`src/rtl/store_req_unit_pkg.sv`:
```
// store_req_unit_pkg: store op bit positions, size encodings and the aligned request record.
package store_req_unit_pkg;
  localparam int ST_OP_WD = 5;
  localparam int ST_SW  = 4;
  localparam int ST_SB  = 3;
  localparam int ST_SH  = 2;
  localparam int ST_SWL = 1;
  localparam int ST_SWR = 0;
  localparam logic [1:0] SZ_BYTE = 2'd0;
  localparam logic [1:0] SZ_HALF = 2'd1;
  localparam logic [1:0] SZ_WORD = 2'd2;
  typedef struct packed {
    logic [31:0] addr;
    logic [1:0]  size;
    logic [3:0]  wstrb;
    logic [31:0] wdata;
  } st_req_t;
endpackage

```
`src/rtl/store_align.sv`:
```
// store_align: turns a store op, address and rt value into byte-aligned addr/size/strobe/data.
module store_align
  import store_req_unit_pkg::*;
(
  input  logic [ST_OP_WD-1:0] st_op,
  input  logic [31:0]         st_addr,
  input  logic [31:0]         st_data,
  output st_req_t             req
);
  logic [1:0] a;
  assign a = st_addr[1:0];
  always_comb begin
    req = '0;
    req.addr = st_addr;
    if (st_op[ST_SW]) begin
      req.addr  = {st_addr[31:2], 2'b00};
      req.size  = SZ_WORD;
      req.wstrb = 4'b1111;
      req.wdata = st_data;
    end else if (st_op[ST_SB]) begin
      req.size  = SZ_BYTE;
      req.wstrb = 4'b0001 << a;
      req.wdata = {4{st_data[7:0]}};
    end else if (st_op[ST_SH]) begin
      req.size  = SZ_HALF;
      req.wstrb = a[1] ? 4'b1100 : 4'b0011;
      req.wdata = {2{st_data[15:0]}};
    end else if (st_op[ST_SWL]) begin
      // swl writes the top (a+1) bytes of rt into the low end of the word
      req.addr  = {st_addr[31:2], 2'b00};
      req.size  = a == 2'd0 ? SZ_BYTE : a == 2'd1 ? SZ_HALF : SZ_WORD;
      req.wstrb = 4'b1111 >> ~a;
      req.wdata = st_data >> {~a, 3'b000};
    end else if (st_op[ST_SWR]) begin
      req.size  = a == 2'd3 ? SZ_BYTE : a == 2'd2 ? SZ_HALF : SZ_WORD;
      req.wstrb = 4'b1111 << a;
      req.wdata = st_data << {a, 3'b000};
    end
  end
endmodule

```
`src/rtl/store_req_unit.sv`:
```
// store_req_unit: holds one aligned store request for the data bus and counts issued-but-incomplete writes.
module store_req_unit
  import store_req_unit_pkg::*;
#(
  parameter int MAX_OUTST = 2,
  parameter int CNT_W     = 2
) (
  input  logic                clk,
  input  logic                resetn,
  input  logic                st_valid,
  output logic                st_ready,
  input  logic [ST_OP_WD-1:0] st_op,
  input  logic [31:0]         st_addr,
  input  logic [31:0]         st_data,
  input  logic                flush,
  output logic                data_req,
  output logic                data_wr,
  output logic [1:0]          data_size,
  output logic [31:0]         data_addr,
  output logic [3:0]          data_wstrb,
  output logic [31:0]         data_wdata,
  input  logic                data_addr_ok,
  input  logic                data_data_ok,
  output logic                st_done,
  output logic                st_idle
);
  st_req_t          req_d, req_q;
  logic             req_valid_q;
  logic [CNT_W-1:0] cnt_d, cnt_q;
  logic             accept, issue;

  store_align u_align (.st_op(st_op), .st_addr(st_addr), .st_data(st_data), .req(req_d));

  assign st_ready   = !req_valid_q && cnt_q < CNT_W'(MAX_OUTST) && !flush;
  assign accept     = st_valid && st_ready;
  assign issue      = req_valid_q && data_addr_ok;
  assign st_done    = data_data_ok && cnt_q != '0;
  assign cnt_d      = cnt_q + CNT_W'(issue) - CNT_W'(st_done);
  assign st_idle    = !req_valid_q && cnt_q == '0;
  assign data_req   = req_valid_q;
  assign data_wr    = req_valid_q;
  assign data_addr  = req_q.addr;
  assign data_size  = req_q.size;
  assign data_wstrb = req_q.wstrb;
  assign data_wdata = req_q.wdata;

  // a flush drops a held request unless memory takes it in the same cycle
  always_ff @(posedge clk or negedge resetn) begin
    if (!resetn) begin
      req_valid_q <= 1'b0;
      req_q       <= '0;
      cnt_q       <= '0;
    end else begin
      cnt_q <= cnt_d;
      if (accept) begin
        req_valid_q <= 1'b1;
        req_q       <= req_d;
      end else if (issue || flush) begin
        req_valid_q <= 1'b0;
      end
    end
  end
endmodule

```
`config.mk`:
```
export PLATFORM = sky130hd
export DESIGN_NAME = store_req_unit
export DESIGN_NICKNAME = d
export VERILOG_FILES = /design/src/rtl/store_req_unit_pkg.sv /design/src/rtl/store_align.sv /design/src/rtl/store_req_unit.sv
export SDC_FILE = /design/constraint.sdc
export NUM_CORES = 1
export LEC_CHECK = 0
export ABC_AREA = 1
export BUFFER_PORTS_ARGS = -buffer_cell sky130_fd_sc_hd__clkbuf_2
export CORE_UTILIZATION = 45
export CTS_CLUSTER_DIAMETER = 40
export DETAILED_ROUTE_END_ITERATION = 12
export HOLD_SLACK_MARGIN = 0.1
export PLACE_DENSITY = 0.8
export SETUP_SLACK_MARGIN = 0.05
export SLEW_MARGIN = 25
export SYNTH_ARGS = -nofsm -noshare
export SYNTH_HDL_FRONTEND = slang
export SYNTH_SLANG_ARGS = --single-unit
```
`constraint.sdc`:
```
create_clock -name clk -period 1.41 [get_ports clk]
set_clock_uncertainty 0.1 [all_clocks]
set_input_delay 0.0705 -clock clk [delete_from_list [all_inputs] [get_ports clk]]
set_output_delay 0.0705 -clock clk [all_outputs]
set_load 0.01 [all_outputs]
```
; ---- Word level (Yosys, flattened, before mapping)
; Index checks and enable logic that the tools add are counted.
[op_classes]
n_addsub = 2
order_cmp = 1
eq_ne = 3
n_shift = 5
mux = 15
bitwise_logic = 1
n_reduce_logical = 13
[op_table]
columns = operator, count
row1 = $mux W38, 4
row2 = $mux W40, 1
row3 = $shl A32 B5 Y32, 1
row4 = $shr A32 B5 Y32, 1
row5 = $mux W2, 7
row6 = $logic_and A1 B1 Y1, 6
row7 = $eq A2 B2 Y1 const B, 2
row8 = $logic_not A2 Y1, 2
row9 = $mux W4, 1
row10 = $reduce_bool A2 Y1, 2
row11 = $shl A1 B2 Y4 const A, 1
row12 = $shl A4 B2 Y4 const A, 1
row13 = $shr A4 B2 Y4 const A, 1
row14 = $add A2 B1 Y2, 1
row15 = $eq A2 B1 Y1 const B, 1
row16 = $logic_not A1 Y1, 2
row17 = $lt A2 B2 Y1 const B, 1
row18 = $mux W1, 2
row19 = $not A2 Y2, 1
row20 = $sub A2 B1 Y2, 1
row21 = $logic_or A1 B1 Y1, 1
[totals]
regBits = 73
inputBits = 75
output_inout_bits = 75
wordCells = 46

; ---- Longest topological paths before layout
[logic_depth]
word_depth = 8
depth_mapped = 12

; ---- Cells and area by module
; Synthesis repeated with hierarchy kept, for this count alone.
[hier_totals]
cells_unflattened = 747
hier_area_um2 = 4962.3
[by_module_without_submodules]
columns = mod, n_inst, cells_per_inst, area_each_um2, seq_area_each_um2
row1 = store_req_unit, 1, 334, 3041.7, 1826.8
row2 = store_align, 1, 413, 1920.6, 0.0

; ---- Worst setup path before layout
; Ideal clock, no wire load.
[synth_timing]
path_type = reg-to-reg
start = register cnt_q[1]
end = register cnt_q[1]
setup_time_ns = 0.123
t_arrival_ns = 1.218
t_required_ns = 1.187
slack_ns = -0.030
stages_incl_launch_ff = 6
n_path_buf = 0
synth_period_minus_slack_ns = 1.440
cell_sequence = dfrtp_1 -> o21a_1 -> ha_1 -> inv_1 -> ha_1 -> xnor2_1
[synth_via]
elab_chain_cells = 3
elab_cells_between_ends = 4
classes_between = 2 x add/sub / 2 x reduce/logical
[synth_lines]
columns = element, line_no
row1 = from (decl), store_req_unit.sv:29  ; logic [CNT_W-1:0] cnt_d, cnt_q;
row2 = from (signal assigned), store_req_unit.sv:54  ; cnt_q <= cnt_d;
row3 = $reduce_bool A2 Y1, store_req_unit.sv:37  ; assign st_done = data_data_ok && cnt_q != '0;
row4 = $logic_and A1 B1 Y1, store_req_unit.sv:37
row5 = via st_done, store_req_unit.sv:24  ; output logic st_done,
row6 = $sub A2 B1 Y2, store_req_unit.sv:38  ; assign cnt_d = cnt_q + CNT_W'(issue) - CNT_W'(st_done);
row7 = via cnt_d[1], store_req_unit.sv:29
; The timed path passes the listed nets, and every way through them passes these cells.
; A chain may end at the register's enable or synchronous reset.

; ---- Worst setup path in the final report
[layout_timing]
start = register cnt_q[1]
end = register cnt_q[1]
[layout_via]
elab_chain_cells = 3
elab_cells_between_ends = 4
classes_between = 2 x add/sub / 2 x reduce/logical
[layout_lines]
columns = element, line_no
row1 = branches (longest 2 deep; another with $add A2 B1 Y2), n/a
row2 = $sub A2 B1 Y2 (*), store_req_unit.sv:38
row3 = via cnt_d[1], store_req_unit.sv:29
; Mark *: on every way through the listed nets, which the timed path passes.

==> results by group <==
Status
  • Status: finished, violations left
  • Violated checks: setup timing

STA
  • Total negative slack: -0.939 ns
  • Max-slew violation count: 0
  • Rel. slew slack: 0.766
  • Period Utilization, post-route: 1.05
  • RSZ-0062 raised after global routing: true
  • Final WS setup: -0.0756 ns
  • Worst-margin pin slew: 0.349 ns
  • Final setup viols: 26
  • Minimum clock period after layout: 1.49 ns
  • Hold Fails Final Rpt: 0
  • Fmax: 673 MHz

Critical path
  • Crit path max fanout: 3
  • Critical path class: reg2reg
  • R2R depth: 6
  • Critical path arrival: 1.64 ns
  • Crit start category: flop
  • Worst EP required: 1.56 ns
  • CP endpoint kind: flop

Synthesis
  • Post-Syn Nets: 770
  • Mapped Avg Cell Area: 6.53 um2
  • Synthesized cell area: 0.00452 mm2
  • Synth cell types: 31
  • Syn. warnings: 0
  • Yosys reg bits: 73
  • Sequential fraction of the synthesis area: 0.404
  • Synthesized instance count: 693

Floorplan
  • Core ar.: 0.00977 mm2
  • Initial core utilization: 0.463
  • Num rows: 36
  • Die area: 0.0105 mm2
  • Die W: 102 um
  • Die Span Y: 102 um
  • I/O pin cnt: 150

Global routing
  • Total gr overflow: 0
  • Tot GR Track Use: 0.304
  • Largest net degree at the start of global routing: 28
  • Initial antenna violation count: 0
  • First-pass GRT wire length: 24.5 mm
  • Number of global-route vias before repair: 5234

CTS
  • Clock root cell: clkbuf_8
  • Clock tree buffer depth: 2
  • Cts bufs inserted: 9
  • Clock-pin slew on the worst setup and hold paths: 0.08 ns
  • CTS sink cnt: 73
  • H-tree Lvls: 3
  • CTS tree: built
  • Worst-Skew Late Latency: 0.36 ns

Power
  • Power per standard cell area: 1490 mW/mm2
  • Leak: 3.63 nW
  • VDD IR-drop max: 0.973 mV

Placement
  • Buffers on Ports: 149
  • RePlAce Congestion: 0.964
  • DP Wirelength: 10.4 mm
  • Inst Count DP: 981
  • DP Area: 0.00562 mm2

Finish
  • Nets: 1007
  • Post-Layout Cell Count: 1068
  • Most common cell after layout, fill and taps aside: nand2_1
  • Final Util: 0.678
  • Fraction of layout instances using a drive strength above 1: 0.268
  • FILL cells: 815
  • N_diodes: 0
  • Fin area: 0.00663 mm2
  • Syn-to-layout area delta: 46.6%
  • Most frequent cells in the layout: 347 x nand2_1, 146 x clkbuf_2, 72 x dfrtp_1, 67 x dlygate4sd3_1, 60 x nand3_1

Routing
  • Drt pass-1 iters: 6
  • Vias: 5569
  • Drt total wl: 15.5 mm
  • Routed Antenna Nets: 0
  • DRC errors left: 0
  • Via density: 5.21
  • Wire length per cell: 14.5 um
  • 1st-iter DRT viols: 504

Job
  • Max-cap violations: 0

Worst hold path
  • Hold Path Depth: 6
  • Worst Hold Class: in2reg
## report_power, final
part | leakage, nW | internal [W] | switching (W) | total [W]
registers | 0.880 | 0.00312 | 0.000606 | 0.00373
clock network | 0.108 | 0.000998 | 0.000823 | 0.00182
logic | 2.64 | 0.00190 | 0.00242 | 0.00432
## timing repair
action	CTS	global route
pin swaps	1	1
gates resized for setup	12	16
setup buffers	1	3
hold endpoints to repair	139	0
hold buffers	67	0
endpoints found under the setup margin	43	108
## worst max-delay path: stages (launching register included)
cell and delay (ns):
dfrtp_1 0.40, buf_6 0.13, o21a_1 0.17, ha_1 0.28
inv_2 0.04, ha_4 0.14, xnor2_1 0.11
## sequential cells by signal, indices dropped and copies added (netlist names)
name        count
cnt_q           2
data_wdata     32
data_size       2
data_wstrb      4
data_addr      32
data_req        1
## through the flow
stage / hold WS [ns] / power, W / setup slack, ns
floorplan: -0.325 / 0.00584 / -0.0219
global placement: -0.0970 / 0.00755 / -0.0774
detailed placement: -0.0964 / 0.00767 / -0.0969
CTS: 0.101 / 0.00973 / -0.0821
global route: 0.129 / 0.0106 / -0.141
finish: 0.124 / 0.00987 / -0.0756
## layout make-up
cell class                 instances  area, um2  share of cell area
clock buffer                      11        131              0.0198
tap                              133        166              0.0251
clock inverter                     5       78.8              0.0119
inverter                          46        178              0.0268
multi-input combinational        539       2400               0.362
timing repair buffer             261       1850               0.279
sequential                        73       1830               0.276
## final timing paths
path,from,end,slack (ns)
max in group asynchronous,resetn,data_req$_DFFE_PN0P_,0.20
worst min register to register,data_wdata[30]$_DFFE_PN0P_,data_wdata[30]$_DFFE_PN0P_,0.38
worst max register to register,cnt_q[1]$_DFF_PN0_,cnt_q[1]$_DFF_PN0_,-0.08
worst min-delay path,st_valid,data_wdata[27]$_DFFE_PN0P_,0.12
min in group asynchronous,resetn,data_addr[8]$_DFFE_PN0P_,0.58
worst max-delay path,cnt_q[1]$_DFF_PN0_,cnt_q[1]$_DFF_PN0_,-0.08
## per-layer routing
metal	track usage	routed length (um)	vias to the layer above
li1	-	-	2652
met1	0.398	6340	2468
met2	0.465	7020	374
met3	0.0759	1500	75
met4	0.164	643	0
met5	0	0	-
## logic make-up (layout without fill, tap and decap cells)
group | after synthesis | in the layout | synth area share
AO/OA/AOI/OAI | 73 | 73 | 0.0921
adder cells (fa/ha/maj) | 2 | 2 | 0.00553
flip-flops | 73 | 73 | 0.404
buffers and inverters | 81 | 323 | 0.0824
AND/OR/NAND/NOR | 462 | 462 | 0.412
XOR/XNOR | 2 | 2 | 0.00387
## Yosys cell counts
| cell | instances | area, um2 |
|---|---|---|
| xnor2_1 | 2 | 17.5 |
| o21a_1 | 2 | 15.0 |
| buf_6 | 2 | 22.5 |
| o21ai_1 | 18 | 90.1 |
| o21ai_0 | 16 | 80.1 |
| o22a_1 | 2 | 17.5 |
| o22ai_1 | 3 | 18.8 |
| ha_1 | 2 | 25.0 |
| nor2_2 | 2 | 12.5 |
| nor2_1 | 37 | 139 |
| or2_2 | 1 | 6.26 |
| buf_4 | 7 | 52.6 |
| clkbuf_1 | 4 | 15.0 |
| a211oi_1 | 5 | 37.5 |
| a21boi_1 | 1 | 7.51 |
| o21ai_2 | 1 | 8.76 |
| and2_0 | 1 | 6.26 |
| inv_2 | 14 | 52.6 |
| buf_2 | 22 | 110 |
| a21oi_1 | 20 | 100 |
| dfrtp_1 | 73 | 1830 |
| nor2_4 | 4 | 45.0 |
| a2bb2oi_1 | 2 | 17.5 |
| a31o_2 | 1 | 8.76 |
| nand2_2 | 3 | 18.8 |
| nand3_1 | 62 | 310 |
| o211ai_1 | 2 | 15.0 |
| and2_1 | 1 | 6.26 |
| inv_1 | 32 | 120 |
| nor3_1 | 2 | 10.0 |
| nand2_1 | 349 | 1310 |
No activity file was read; power rests on OpenSTA's default activity.
